==> config.mk <==
export PLATFORM = sky130hd
export DESIGN_NAME = rsm_controller
export DESIGN_NICKNAME = d
export VERILOG_FILES = /design/src/rtl/rsm_pkg.sv /design/src/rtl/rsm_instr_decoder.sv /design/src/rtl/rsm_controller.sv
export SDC_FILE = /design/constraint.sdc
export NUM_CORES = 1
export LEC_CHECK = 0
export BUFFER_PORTS_ARGS = -buffer_cell sky130_fd_sc_hd__buf_2
export CAP_MARGIN = 20
export CELL_PAD_IN_SITES_DETAIL_PLACEMENT = 0
export CELL_PAD_IN_SITES_GLOBAL_PLACEMENT = 1
export CORE_ASPECT_RATIO = 0.5
export CORE_MARGIN = 5
export CORE_UTILIZATION = 36
export DETAILED_ROUTE_END_ITERATION = 10
export HOLD_SLACK_MARGIN = 0.08
export PLACE_DENSITY = 0.86
export SLEW_MARGIN = 0
export SYNTH_ARGS = -nofsm -noshare
export SYNTH_HDL_FRONTEND = slang
export SYNTH_SLANG_ARGS = --single-unit
==> constraint.sdc <==
create_clock -name clk -period 2 [get_ports clk]
set_input_delay 0.4 -clock clk [delete_from_list [all_inputs] [get_ports clk]]
set_output_delay 0.4 -clock clk [all_outputs]
set_load 0.01 [all_outputs]
==> src/rtl/rsm_pkg.sv <==
// rsm_pkg
// Shared definitions for the Simple RISC Machine control unit:
// FSM state encoding, opcode/op field values, ALU operation codes,
// one-hot write-back select codes and immediate sign-extension helpers.
package rsm_pkg;

    typedef enum logic [2:0] {
        S_WAIT   = 3'd0,
        S_DECODE = 3'd1,
        S_GET_A  = 3'd2,
        S_GET_B  = 3'd3,
        S_EXEC   = 3'd4,
        S_WR_REG = 3'd5,
        S_WR_IMM = 3'd6
    } state_t;

    localparam logic [2:0] OPC_MOV = 3'b110;
    localparam logic [2:0] OPC_ALU = 3'b101;

    localparam logic [1:0] OP_MOV_REG = 2'b00;
    localparam logic [1:0] OP_MOV_IMM = 2'b10;
    localparam logic [1:0] OP_ADD     = 2'b00;
    localparam logic [1:0] OP_CMP     = 2'b01;
    localparam logic [1:0] OP_AND     = 2'b10;
    localparam logic [1:0] OP_MVN     = 2'b11;

    localparam logic [1:0] ALU_ADD  = 2'b00;
    localparam logic [1:0] ALU_SUB  = 2'b01;
    localparam logic [1:0] ALU_AND  = 2'b10;
    localparam logic [1:0] ALU_NOTB = 2'b11;

    localparam logic [3:0] VSEL_MDATA  = 4'b1000;
    localparam logic [3:0] VSEL_SXIMM8 = 4'b0100;
    localparam logic [3:0] VSEL_PC     = 4'b0010;
    localparam logic [3:0] VSEL_C      = 4'b0001;

    function automatic logic [15:0] sign_extend5(input logic [4:0] imm);
        return {{11{imm[4]}}, imm};
    endfunction

    function automatic logic [15:0] sign_extend8(input logic [7:0] imm);
        return {{8{imm[7]}}, imm};
    endfunction

endpackage

==> src/rtl/rsm_instr_decoder.sv <==
// rsm_instr_decoder
// Purely combinational split of the instruction register into its fields.
// Ports:
//   ir        in  16  instruction register contents
//   opcode    out 3   IR[15:13]
//   op        out 2   IR[12:11]
//   rn/rd/rm  out 3   register indices IR[10:8], IR[7:5], IR[2:0]
//   sh        out 2   shift field IR[4:3]
//   sximm5    out 16  sign-extended IR[4:0]
//   sximm8    out 16  sign-extended IR[7:0]
//   undefined out 1   instruction is not one of MOV imm/reg, ADD, CMP, AND, MVN
module rsm_instr_decoder
    import rsm_pkg::*;
(
    input  logic [15:0] ir,
    output logic [2:0]  opcode,
    output logic [1:0]  op,
    output logic [2:0]  rn,
    output logic [2:0]  rd,
    output logic [2:0]  rm,
    output logic [1:0]  sh,
    output logic [15:0] sximm5,
    output logic [15:0] sximm8,
    output logic        undefined
);

    assign opcode = ir[15:13];
    assign op     = ir[12:11];
    assign rn     = ir[10:8];
    assign rd     = ir[7:5];
    assign sh     = ir[4:3];
    assign rm     = ir[2:0];
    assign sximm5 = sign_extend5(ir[4:0]);
    assign sximm8 = sign_extend8(ir[7:0]);

    // Every op value of the ALU opcode is defined; MOV only has op 00 and 10.
    assign undefined = !((opcode == OPC_ALU) ||
                         ((opcode == OPC_MOV) &&
                          ((op == OP_MOV_IMM) || (op == OP_MOV_REG))));

endmodule

==> src/rtl/rsm_controller.sv <==
// rsm_controller
// Control unit for the Simple RISC Machine: holds the instruction register
// and sequences the datapath through read, execute and write-back steps.
// Ports:
//   clk, reset        clock (rising edge) and asynchronous active-high reset
//   in, load          instruction word and capture strobe (honoured in WAIT only)
//   s                 start request, sampled in WAIT
//   w                 high while waiting for the next instruction
//   readnum/writenum  register file read/write indices
//   write             register file write enable
//   loada/loadb/loadc/loads  datapath register load enables
//   asel/bsel         ALU operand selects (zero for A, sximm5 for B)
//   shift, ALUop      shifter and ALU operation
//   vsel              one-hot write-back source select
//   sximm8, sximm5    sign-extended immediates from the IR
module rsm_controller
    import rsm_pkg::*;
(
    input  logic        clk,
    input  logic        reset,
    input  logic [15:0] in,
    input  logic        load,
    input  logic        s,
    output logic        w,
    output logic [2:0]  readnum,
    output logic [2:0]  writenum,
    output logic        write,
    output logic        loada,
    output logic        loadb,
    output logic        asel,
    output logic        bsel,
    output logic [1:0]  shift,
    output logic [1:0]  ALUop,
    output logic        loadc,
    output logic        loads,
    output logic [3:0]  vsel,
    output logic [15:0] sximm8,
    output logic [15:0] sximm5
);

    state_t      state;
    logic [15:0] ir;
    logic [2:0]  opcode;
    logic [1:0]  op;
    logic [2:0]  rn;
    logic [2:0]  rd;
    logic [2:0]  rm;
    logic [1:0]  sh;
    logic        undefined;
    logic        is_mov;
    logic        is_cmp;

    rsm_instr_decoder u_decoder (
        .ir        (ir),
        .opcode    (opcode),
        .op        (op),
        .rn        (rn),
        .rd        (rd),
        .rm        (rm),
        .sh        (sh),
        .sximm5    (sximm5),
        .sximm8    (sximm8),
        .undefined (undefined)
    );

    assign is_mov = (opcode == OPC_MOV);
    assign is_cmp = (opcode == OPC_ALU) && (op == OP_CMP);

    // The IR only changes while waiting, so fields stay stable for the
    // whole instruction even if the host keeps pulsing load.
    always_ff @(posedge clk or posedge reset) begin
        if (reset) begin
            ir <= 16'h0000;
        end else if (state == S_WAIT && load) begin
            ir <= in;
        end
    end

    // Outputs are registered: each transition loads the Moore outputs that
    // belong to the state being entered, so they are glitch-free and line up
    // with the state register. Anything not set below falls back to idle.
    always_ff @(posedge clk or posedge reset) begin
        if (reset) begin
            state    <= S_WAIT;
            w        <= 1'b1;
            readnum  <= 3'b000;
            writenum <= 3'b000;
            write    <= 1'b0;
            loada    <= 1'b0;
            loadb    <= 1'b0;
            asel     <= 1'b0;
            bsel     <= 1'b0;
            shift    <= 2'b00;
            ALUop    <= ALU_ADD;
            loadc    <= 1'b0;
            loads    <= 1'b0;
            vsel     <= VSEL_C;
        end else begin
            w        <= 1'b0;
            readnum  <= 3'b000;
            writenum <= 3'b000;
            write    <= 1'b0;
            loada    <= 1'b0;
            loadb    <= 1'b0;
            asel     <= 1'b0;
            bsel     <= 1'b0;
            shift    <= 2'b00;
            ALUop    <= ALU_ADD;
            loadc    <= 1'b0;
            loads    <= 1'b0;
            vsel     <= VSEL_C;
            case (state)
                S_WAIT: begin
                    if (s) begin
                        state <= S_DECODE;
                    end else begin
                        state <= S_WAIT;
                        w     <= 1'b1;
                    end
                end
                S_DECODE: begin
                    if (undefined) begin
                        state <= S_WAIT;
                        w     <= 1'b1;
                    end else if (is_mov && op == OP_MOV_IMM) begin
                        state    <= S_WR_IMM;
                        writenum <= rn;
                        vsel     <= VSEL_SXIMM8;
                        write    <= 1'b1;
                    end else if (is_mov || op == OP_MVN) begin
                        // Single-operand instructions never need Rn.
                        state   <= S_GET_B;
                        readnum <= rm;
                        loadb   <= 1'b1;
                    end else begin
                        state   <= S_GET_A;
                        readnum <= rn;
                        loada   <= 1'b1;
                    end
                end
                S_GET_A: begin
                    state   <= S_GET_B;
                    readnum <= rm;
                    loadb   <= 1'b1;
                end
                S_GET_B: begin
                    state <= S_EXEC;
                    shift <= sh;
                    // MOV reg passes the shifted B through as 0 + B.
                    if (is_mov) begin
                        ALUop <= ALU_ADD;
                        asel  <= 1'b1;
                    end else begin
                        ALUop <= op;
                    end
                    if (is_cmp) begin
                        loads <= 1'b1;
                    end else begin
                        loadc <= 1'b1;
                    end
                end
                S_EXEC: begin
                    if (is_cmp) begin
                        state <= S_WAIT;
                        w     <= 1'b1;
                    end else begin
                        state    <= S_WR_REG;
                        writenum <= rd;
                        vsel     <= VSEL_C;
                        write    <= 1'b1;
                    end
                end
                default: begin
                    state <= S_WAIT;
                    w     <= 1'b1;
                end
            endcase
        end
    end

endmodule
==> flow_metrics.py, run 1 <==
metrics = {
    "timing": {
        "max_freq_mhz": 617,
        "tns_ns": 0,
        "hold_viol": 0,
        "fin_ws_ns": 0.379,
        "fin_skew_ns": 0.00929,
        "slew_viol_final": 0,
        "fin_crit_sh_pct": 81.1,
        "fin_crit_ns": 1.62,
        "grt_setup_unrepaired": "false",
        "setup_violations": 0,
    },
    "clocking": {
        "cts_setup_buffers": 0,
        "path_clk_slew_ns": 0.07,
        "clockBufferDepth": 2,
        "cts_sinks": 38,
        "cts_buffers": 5,
        "postCtsHoldBufs": 0,
        "htree_levels": 2,
        "cts_tree": "yes",
        "clkLatencyLatePin_ns": 0.29,
        "cts-root-buf": "clkbuf_8",
        "ctsResizeCount": 0,
    },
    "placement": {
        "io_buffers": 70,
        "dp_hpwl_mm": 2.79,
        "post-place-ws_ns": 0.407,
        "gp_congestion": 0.860,
        "place_area_mm2": 0.00202,
    },
    "drt": {
        "vias": 1244,
        "routedWlPerCell_um": 13.6,
        "drt_pre_antenna_iters": 4,
        "first_iter_violations": 71,
        "drc": 0,
        "postRouteAntennaNets": 0,
        "via_per_inst": 4.68,
        "routed_wl_mm": 3.61,
    },
    "setup_path": {
        "critPathTopFamily": "flip-flops",
        "startpoint": "state[1]",
        "path_cells": "nor2_1, and3_1, buf_4, mux2_1",
        "cp.arrival_ns": 1.79,
        "critPathMaxStageDelay_ns": 0.50,
        "path_class": "flop to flop",
        "start_kind": "flop",
        "critPathBufInv": 1,
        "cp.required_ns": 2.17,
        "rrSetupSlack_ns": 0.38,
        "crit_path_max_fanout": 13,
        "setup.worst_path.end_class": "flop",
        "critPathSlowestCell": "dfrtp_1",
        "r2r-start": "state[1]",
    },
    "die": {
        "io-pin-count": 74,
        "core-area_mm2": 0.00495,
        "start_util_pct": 37.3,
        "die_h_um": 60.7,
        "placementRows": 18,
        "die_area_mm2": 0.00676,
        "die_w_um": 111,
    },
    "grt": {
        "busiest_layer": "met2",
        "grt_use_met3_pct": 2.79,
        "grt.overflow.total": 0,
        "grt_max_degree": 39,
        "gr-usage-all-layers_pct": 11.1,
        "grtUsageMet2_pct": 18.4,
        "grt_pass1_vias": 1224,
        "antenna_found_initial": 0,
        "grt_pass1_wl_mm": 5.89,
        "use_met1_pct": 14.2,
    },
    "synthesis": {
        "syn_inst": 154,
        "yosys_warnings": 0,
        "netlist_area_mm2": 0.00185,
        "ys_types": 35,
        "ys_seq_area_share_pct": 51.6,
        "synth.avg_cell_area_um2": 12.0,
        "synth_seq_cells": 38,
    },
    "power": {
        "power_density_mw_per_mm2": 1590,
        "leakagePower_uw": 0.00113,
        "ir_worst_vdd_v": 0.000517,
    },
    "final_layout": {
        "register_area_um2": 953,
        "final_nets": 216,
        "layout_common_cells": "70 x buf_2, 36 x dfrtp_1, 10 x mux2_4, 7 x nand2_1",
        "syn_to_final_growth_pct": 15.2,
        "multi_input_area_um2": 588,
        "final_common_cell": "buf_2",
        "fill_cells": 488,
        "fin_area_mm2": 0.00213,
        "postLayoutCoreUtil_pct": 43.0,
        "drive_above_1_share_pct": 49.0,
        "antenna_cells": 0,
    },
    "flow_run": {
        "cap_violations": 0,
    },
    "outcome": {
        "status": "finished, final reports clean",
    },
    "worst_hold_path": {
        "hold_class": "input pin to async pin",
    },
}
worst paths after layout:
| check | endpoint | cells after the start |
|---|---|---|
| min reg2reg | writenum[0] | 1 |
| max | ir[10] | 4 |
| min | writenum[2] | 3 |
| max reg2reg | ir[10] | 4 |
| min in group clk | ir[14] | 2 |
| max in group asynchronous | w | 3 |
metrics by stage:
step           hold WS (ns)  power, uW  instances
4_1_cts               0.219       3420        266
3_5_place_dp          0.514       2760        259
2_1_floorplan         0.480       2660        156
5_1_grt               0.258       3630        266
6_report              0.207       3380        266
3_3_place_gp          0.518       2730        259
tightest hold or removal path: cells and delay by family:
family / cells / cell delay, ns
buf+inv: 3 / 0.52
flip-flops by register name, indices dropped and copies added (netlist names):
register and count:
ALUop 2, asel 1, ir 16, loada 1, loadb 1, loadc 1
loads 1, readnum 3, shift 2, state 3, vsel 2, w 1
write 1, writenum 3
Yosys cell counts:
cell | number | area [um^2]
o311ai_1 | 1 | 8.76
nor3b_1 | 4 | 30.0
and4bb_2 | 1 | 12.5
clkbuf_1 | 2 | 7.51
and3_1 | 6 | 37.5
mux2_1 | 6 | 67.6
nor2b_2 | 1 | 8.76
a22o_1 | 3 | 26.3
nand2b_1 | 1 | 6.26
nor2b_1 | 1 | 6.26
dfrtp_1 | 36 | 901
nand3b_1 | 1 | 7.51
o211a_1 | 1 | 10.0
o21ai_1 | 2 | 10.0
o221ai_1 | 1 | 8.76
and3b_1 | 1 | 8.76
inv_2 | 1 | 3.75
nand4_1 | 4 | 25.0
conb_1 | 1 | 3.75
o21ai_0 | 1 | 5.00
nor2_1 | 4 | 15.0
nor3_1 | 1 | 5.00
buf_6 | 2 | 22.5
and4b_1 | 1 | 10.0
nand3_1 | 5 | 25.0
nand2_1 | 7 | 26.3
mux2_4 | 10 | 150
o211ai_1 | 4 | 30.0
a21oi_1 | 1 | 5.00
buf_4 | 36 | 270
nor4b_2 | 1 | 15.0
nor4_1 | 1 | 6.26
o311a_1 | 1 | 10.0
dfstp_2 | 2 | 52.6
inv_1 | 3 | 11.3
metal layers:
metal,wire length [um],up-vias
met5,0,-
met4,74,0
met3,296,10
met2,1760,62
met1,1480,592
li1,-,580
power breakdown:
group          switching, uW  total [uW]  internal, uW
logic                    700        1380           682
registers                310        1350          1040
clock network            253         652           399
layout make-up:
| cell class | instances | share of cell area (%) |
|---|---|---|
| multi-input combinational | 74 | 27.6 |
| inverter | 4 | 0.705 |
| sequential | 38 | 44.8 |
| clock inverter | 1 | 1.41 |
| tap | 70 | 4.11 |
| timing repair buffer | 73 | 17.5 |
| clock buffer | 6 | 3.88 |
cells by family (layout without fill, tap and decap cells):
kind of cell,Yosys count,count (layout),synth area share [%]
other,1,3,0.203
DFF,38,38,51.6
muxes,16,16,11.8
AOI/OAI and AO/OA,15,15,6.16
buffers and inverters,44,84,17.0
and+or+nand+nor,40,40,13.3
No activity file was read; power rests on OpenSTA's default activity.
==> inputs of run 2 (changes only) <==
- ABC_AREA: unset -> 1
- CORE_UTILIZATION: 36 -> 35
- PLACE_DENSITY: 0.86 -> 0.87
- clock period: 2 -> 1.6 ns (I/O delays scaled with it)
==> run 2 against run 1 <==
Effect of this change: clock power decreased by 4.3%; flip-flop and latch count unchanged; sequential power rose by 14%; critical endpoint is now sximm5[10].
==> flow_metrics.py, run 2 <==
metrics = {
    "final_layout": {
        "multi_input_area_um2": 531,
        "final_nets": 266,
        "syn_to_final_growth_pct": 13.6,
        "drive_above_1_share_pct": 39.3,
        "antenna_cells": 0,
        "register_area_um2": 953,
        "fill_cells": 511,
        "layout_common_cells": "70 x buf_2, 36 x dfrtp_1, 35 x nand2_1, 21 x nor2_1, 19 x inv_1",
        "largest-register": "ir",
        "postLayoutCoreUtil_pct": 41.8,
        "fin_area_mm2": 0.00210,
        "largest_register_ffs": 16,
        "final_common_cell": "buf_2",
    },
    "clocking": {
        "cts-root-buf": "clkbuf_8",
        "cts_setup_buffers": 0,
        "path_clk_slew_ns": 0.07,
        "postCtsHoldBufs": 0,
        "clockBufferDepth": 2,
        "clkLatencyLatePin_ns": 0.28,
        "htree_levels": 2,
        "ctsResizeCount": 0,
        "cts_buffers": 5,
        "cts_tree": "yes",
        "cts_sinks": 38,
    },
    "timing": {
        "max_freq_mhz": 757,
        "fin_crit_ns": 1.32,
        "slew_viol_final": 0,
        "fin_crit_sh_pct": 82.6,
        "fin_ws_ns": 0.278,
        "hold_viol": 0,
        "fin_skew_ns": 0.00531,
        "tns_ns": 0,
        "grt_setup_unrepaired": "false",
        "setup_violations": 0,
    },
    "die": {
        "placementRows": 18,
        "die_area_mm2": 0.00692,
        "io-pin-count": 74,
        "die_w_um": 113,
        "die_h_um": 61.4,
        "start_util_pct": 36.8,
        "core-area_mm2": 0.00502,
    },
    "synthesis": {
        "synth.most_common_cell": "dfrtp_1",
        "syn_inst": 203,
        "synth_top_area_share_pct": 48.8,
        "synth_seq_cells": 38,
        "synth_edf_count": 0,
        "netlist_area_mm2": 0.00185,
        "yosys_warnings": 0,
        "ys_types": 25,
        "synthTopCellsByArea": "dfrtp_1 49%, buf_4 14%, nand2_1 7.1%",
        "ys_seq_area_share_pct": 51.6,
        "yosys.area.top_type": "dfrtp_1",
        "synth.avg_cell_area_um2": 9.10,
        "ys.flop_type": "dfrtp_1",
        "synthTopCellsByCount": "36 x dfrtp_1, 35 x buf_4, 35 x nand2_1",
        "async_reset_ff_share_pct": 100,
    },
    "drt": {
        "routed_wl_mm": 3.80,
        "drc": 0,
        "first_iter_violations": 23,
        "vias": 1362,
        "via_per_inst": 4.30,
        "drt_pre_antenna_iters": 4,
        "postRouteAntennaNets": 0,
        "routedWlPerCell_um": 12.0,
    },
    "power": {
        "ir_worst_vdd_v": 0.000481,
        "pwr-share-comb_pct": 43.9,
        "power_switching_uw": 1650,
        "leakagePower_uw": 0.00122,
        "p_seq_share_pct": 40.0,
        "intPower_uw": 2210,
        "switching_share_pct": 42.8,
        "p_clk_share_pct": 16.2,
        "power_density_mw_per_mm2": 1840,
    },
    "grt": {
        "grt_pass1_vias": 1351,
        "antenna_found_initial": 0,
        "grt.overflow.total": 0,
        "grt_pass1_wl_mm": 6.18,
        "gr-usage-all-layers_pct": 11.4,
        "grt_max_degree": 39,
    },
    "placement": {
        "post-place-ws_ns": 0.307,
        "dp_hpwl_mm": 3.01,
        "io_buffers": 70,
        "place_area_mm2": 0.00201,
        "gp_congestion": 0.844,
    },
    "setup_path": {
        "crit_path_max_fanout": 14,
        "setup.worst_path.end_class": "primary output",
        "critPathMaxStageDelay_ns": 0.52,
        "critPathSlowestCell": "dfrtp_1",
        "cp.arrival_ns": 1.00,
        "r2r.worst_path.cells": 6,
        "cp.required_ns": 1.28,
        "critPathBufInv": 1,
        "path_cells": "buf_2",
        "cp_num_cells": 1,
        "start_kind": "flop",
        "critPathTopFamily": "flip-flops",
        "path_class": "flop to primary output",
    },
    "worst_hold_path": {
        "hold_class": "input pin to async pin",
    },
    "outcome": {
        "status": "finished, final reports clean",
    },
    "flow_run": {
        "cap_violations": 0,
    },
}
## run 2: changes by cell type in the layout (fill, tap and decap cells not counted), moves of 6 or more
cell / change
and3_1: -6
nand2_1: +28
a21oi_1: +9
mux2_1: -6
mux2_4: -10
nor2_1: +17
nand3_1: +10
inv_1: +16
## run 2: final cells by class
type | instances | area share (%)
multi-input cells | 108 | 25.3
clock buffers | 6 | 3.46
well taps | 70 | 4.18
clock inverters | 2 | 0.477
repair buffers | 71 | 17.1
inverters | 22 | 4.06
flip-flops and latches | 38 | 45.5
## run 2: kinds of logic after synthesis
| family | Yosys count | synth area share [%] |
|---|---|---|
| other | 1 | 0.203 |
| DFF | 38 | 51.6 |
| and+or+nand+nor | 83 | 20.3 |
| AOI/OAI and AO/OA | 22 | 7.79 |
| buffers and inverters | 59 | 20.1 |
## run 2: metal layers
layer	GRT usage [%]	vias to the layer above	wire, um
met4	3.77	0	27
li1	-	688	-
met1	13.7	631	1670
met2	20.2	41	1810
met5	0	-	0
met3	3.24	2	287
## run 2: final timing paths
kind                          start         end  slack (ns)
max reg2reg                state[1]      ir[12]        0.30
min                           reset       loads        0.13
max                           ir[4]  sximm5[10]        0.28
max in group asynchronous     reset     vsel[0]        1.11
min reg2reg                   ir[5]       ir[5]        0.54
min in group clk             in[10]      ir[10]        0.27
## run 2: worst min-delay path, stage by stage
cell and delay [ns]:
buf_2 0.09, inv_1 0.04, buf_4 0.40
## run 2: per-stage QoR
step / hold slack [ns] / std cells / power (uW)
5_1_grt: 0.195 / 317 / 4160
3_3_place_gp: 0.443 / 309 / 3230
6_report: 0.128 / 317 / 3860
3_5_place_dp: 0.457 / 309 / 3280
4_1_cts: 0.147 / 317 / 3900
2_1_floorplan: 0.465 / 205 / 3130
## run 2: power by group through the flow
stage | sequential, uW | combinational (uW) | clock, uW
5_1_grt | 1590 | 1890 | 676
3_3_place_gp | 1540 | 1700 | 0
4_1_cts | 1540 | 1720 | 634
2_1_floorplan | 1580 | 1550 | 0
6_report | 1540 | 1690 | 624
3_5_place_dp | 1560 | 1720 | 0
==> inputs of run 3 (changes only) <==
- clock period: 1.6 -> 1.4 ns (I/O delays scaled with it)
==> run 3 against run 2 <==
Effect of this change: clock-buffer cell count did not move; global-route usage rose by 0.090 points; first-iteration DRC count rose by 87%; design area rose by 4.8%; power rose by 26%; critical path type unchanged; largest power group unchanged; highest routed layer unchanged.
==> flow_metrics.py, run 3 (same netlist as run 2, synthesis figures left out) <==
metrics = {
    "setup_path": {
        "start_kind": "flop",
        "critPathBufInv": 1,
        "critPathTopFamily": "flip-flops",
        "cp.arrival_ns": 1.00,
        "cp.required_ns": 1.12,
        "timing.rr.end": "ir[2]",
        "critPathMaxStageDelay_ns": 0.52,
        "r2r-start": "state[1]",
        "rrSetupSlack_ns": 0.14,
        "setup.worst_path.end_class": "primary output",
        "cp_num_cells": 1,
        "path_class": "flop to primary output",
        "crit_path_max_fanout": 14,
        "critPathSlowestCell": "dfrtp_1",
        "r2r.worst_path.cells": 6,
        "path_cells": "buf_2",
    },
    "final_layout": {
        "fin_cells": 318,
        "largest_register_ffs": 16,
        "postLayoutCoreUtil_pct": 43.8,
        "fin_area_mm2": 0.00220,
        "drive_above_1_share_pct": 39.9,
        "antenna_cells": 0,
        "fill_cells": 485,
        "largest-register": "ir",
        "layout_common_cells": "70 x buf_2, 36 x dfrtp_1, 35 x nand2_1, 20 x nor2_1, 19 x inv_1",
        "syn_to_final_growth_pct": 19.0,
        "final_nets": 267,
        "final_common_cell": "buf_2",
    },
    "timing": {
        "max_freq_mhz": 782,
        "setup_violations": 0,
        "fin_crit_ns": 1.28,
        "fin_skew_ns": 0.00419,
        "slew_viol_final": 0,
        "tns_ns": 0,
        "grt_setup_unrepaired": "false",
        "hold-worst-slack_ns": 0.233,
        "hold_viol": 0,
        "fin_crit_sh_pct": 91.4,
    },
    "die": {
        "die_h_um": 61.4,
        "placementRows": 18,
        "die_w_um": 113,
        "core-area_mm2": 0.00502,
        "start_util_pct": 36.8,
        "io-pin-count": 74,
        "die_area_mm2": 0.00692,
    },
    "grt": {
        "grt_pass1_wl_mm": 6.21,
        "gr-usage-all-layers_pct": 11.4,
        "antenna_found_initial": 0,
        "grt_pass1_vias": 1330,
        "grt.overflow.total": 0,
        "grt_max_degree": 39,
    },
    "clocking": {
        "clockBufferDepth": 2,
        "cts_sinks": 38,
        "cts_tree": "yes",
        "htree_levels": 2,
        "cts-root-buf": "clkbuf_8",
        "path_clk_slew_ns": 0.07,
        "cts_buffers": 5,
        "clkLatencyLatePin_ns": 0.28,
    },
    "power": {
        "ir_worst_vdd_v": 0.000599,
        "power_density_mw_per_mm2": 2210,
        "leakagePower_uw": 0.00125,
    },
    "worst_hold_path": {
        "hold_depth": 3,
        "hold_path_startpoint": "in[14]",
        "hold_class": "input pin to flop",
        "min_to": "ir[14]",
    },
    "drt": {
        "vias": 1366,
        "via_per_inst": 4.30,
        "drc": 0,
        "drt_pre_antenna_iters": 4,
        "first_iter_violations": 43,
        "postRouteAntennaNets": 0,
        "routed_wl_mm": 3.79,
        "routedWlPerCell_um": 11.9,
    },
    "placement": {
        "io_buffers": 70,
        "gp_congestion": 0.844,
        "place_area_mm2": 0.00203,
        "dp_hpwl_mm": 2.97,
        "numPlacedInstances": 309,
    },
    "outcome": {
        "status": "finished, final reports clean",
    },
    "flow_run": {
        "cap_violations": 0,
    },
}
## run 3: power by group
part           switching (uW)  internal (uW)
registers                 293           1460
clock network             362            760
logic                    1250            729
## run 3: final cells by class
cell class / instances / area [um^2] / share of cell area [%]
Clock inverter: 2 / 60.1 / 2.73
Clock buffer: 6 / 82.6 / 3.76
Tap cell: 70 / 87.6 / 3.98
Inverter: 22 / 85.1 / 3.87
Multi-Input combinational cell: 108 / 549 / 25.0
Sequential cell: 38 / 953 / 43.4
Timing Repair Buffer: 72 / 380 / 17.3
## run 3: metal layers
metal / vias up / part of all wire (%) / global-route usage (%)
li1: 686 / - / -
met1: 640 / 43 / 13.6
met2: 38 / 48 / 20.4
met3: 2 / 7.8 / 3.53
met4: 0 / 0.71 / 4.11
met5: - / 0 / 0
## run 3: worst max path at each step
stage           endpoint  startpoint  slack [ns]
2_1_floorplan      ir[4]    state[1]        0.25
3_3_place_gp      ir[12]    state[1]        0.18
3_5_place_dp       ir[2]    state[1]        0.09
4_1_cts            ir[2]    state[1]        0.07
5_1_grt            ir[5]    state[1]        0.01
6_report       sximm5[5]       ir[4]        0.12
## run 3: repair_timing
item                                    4_1_cts  5_1_grt
endpoints found under the setup margin        0       13
resized for setup                             0        3
buffers inserted                              0        0
endpoints found under the hold margin        36        0
hold buffers                                  1        0
## run 3: stage by stage
stage | setup WS, ns | total power [uW]
finish | 0.120 | 4860
detailed placement | 0.0941 | 3750
CTS | 0.0741 | 4880
floorplan | 0.253 | 3580
global route | 0.0137 | 5230
global placement | 0.177 | 3700
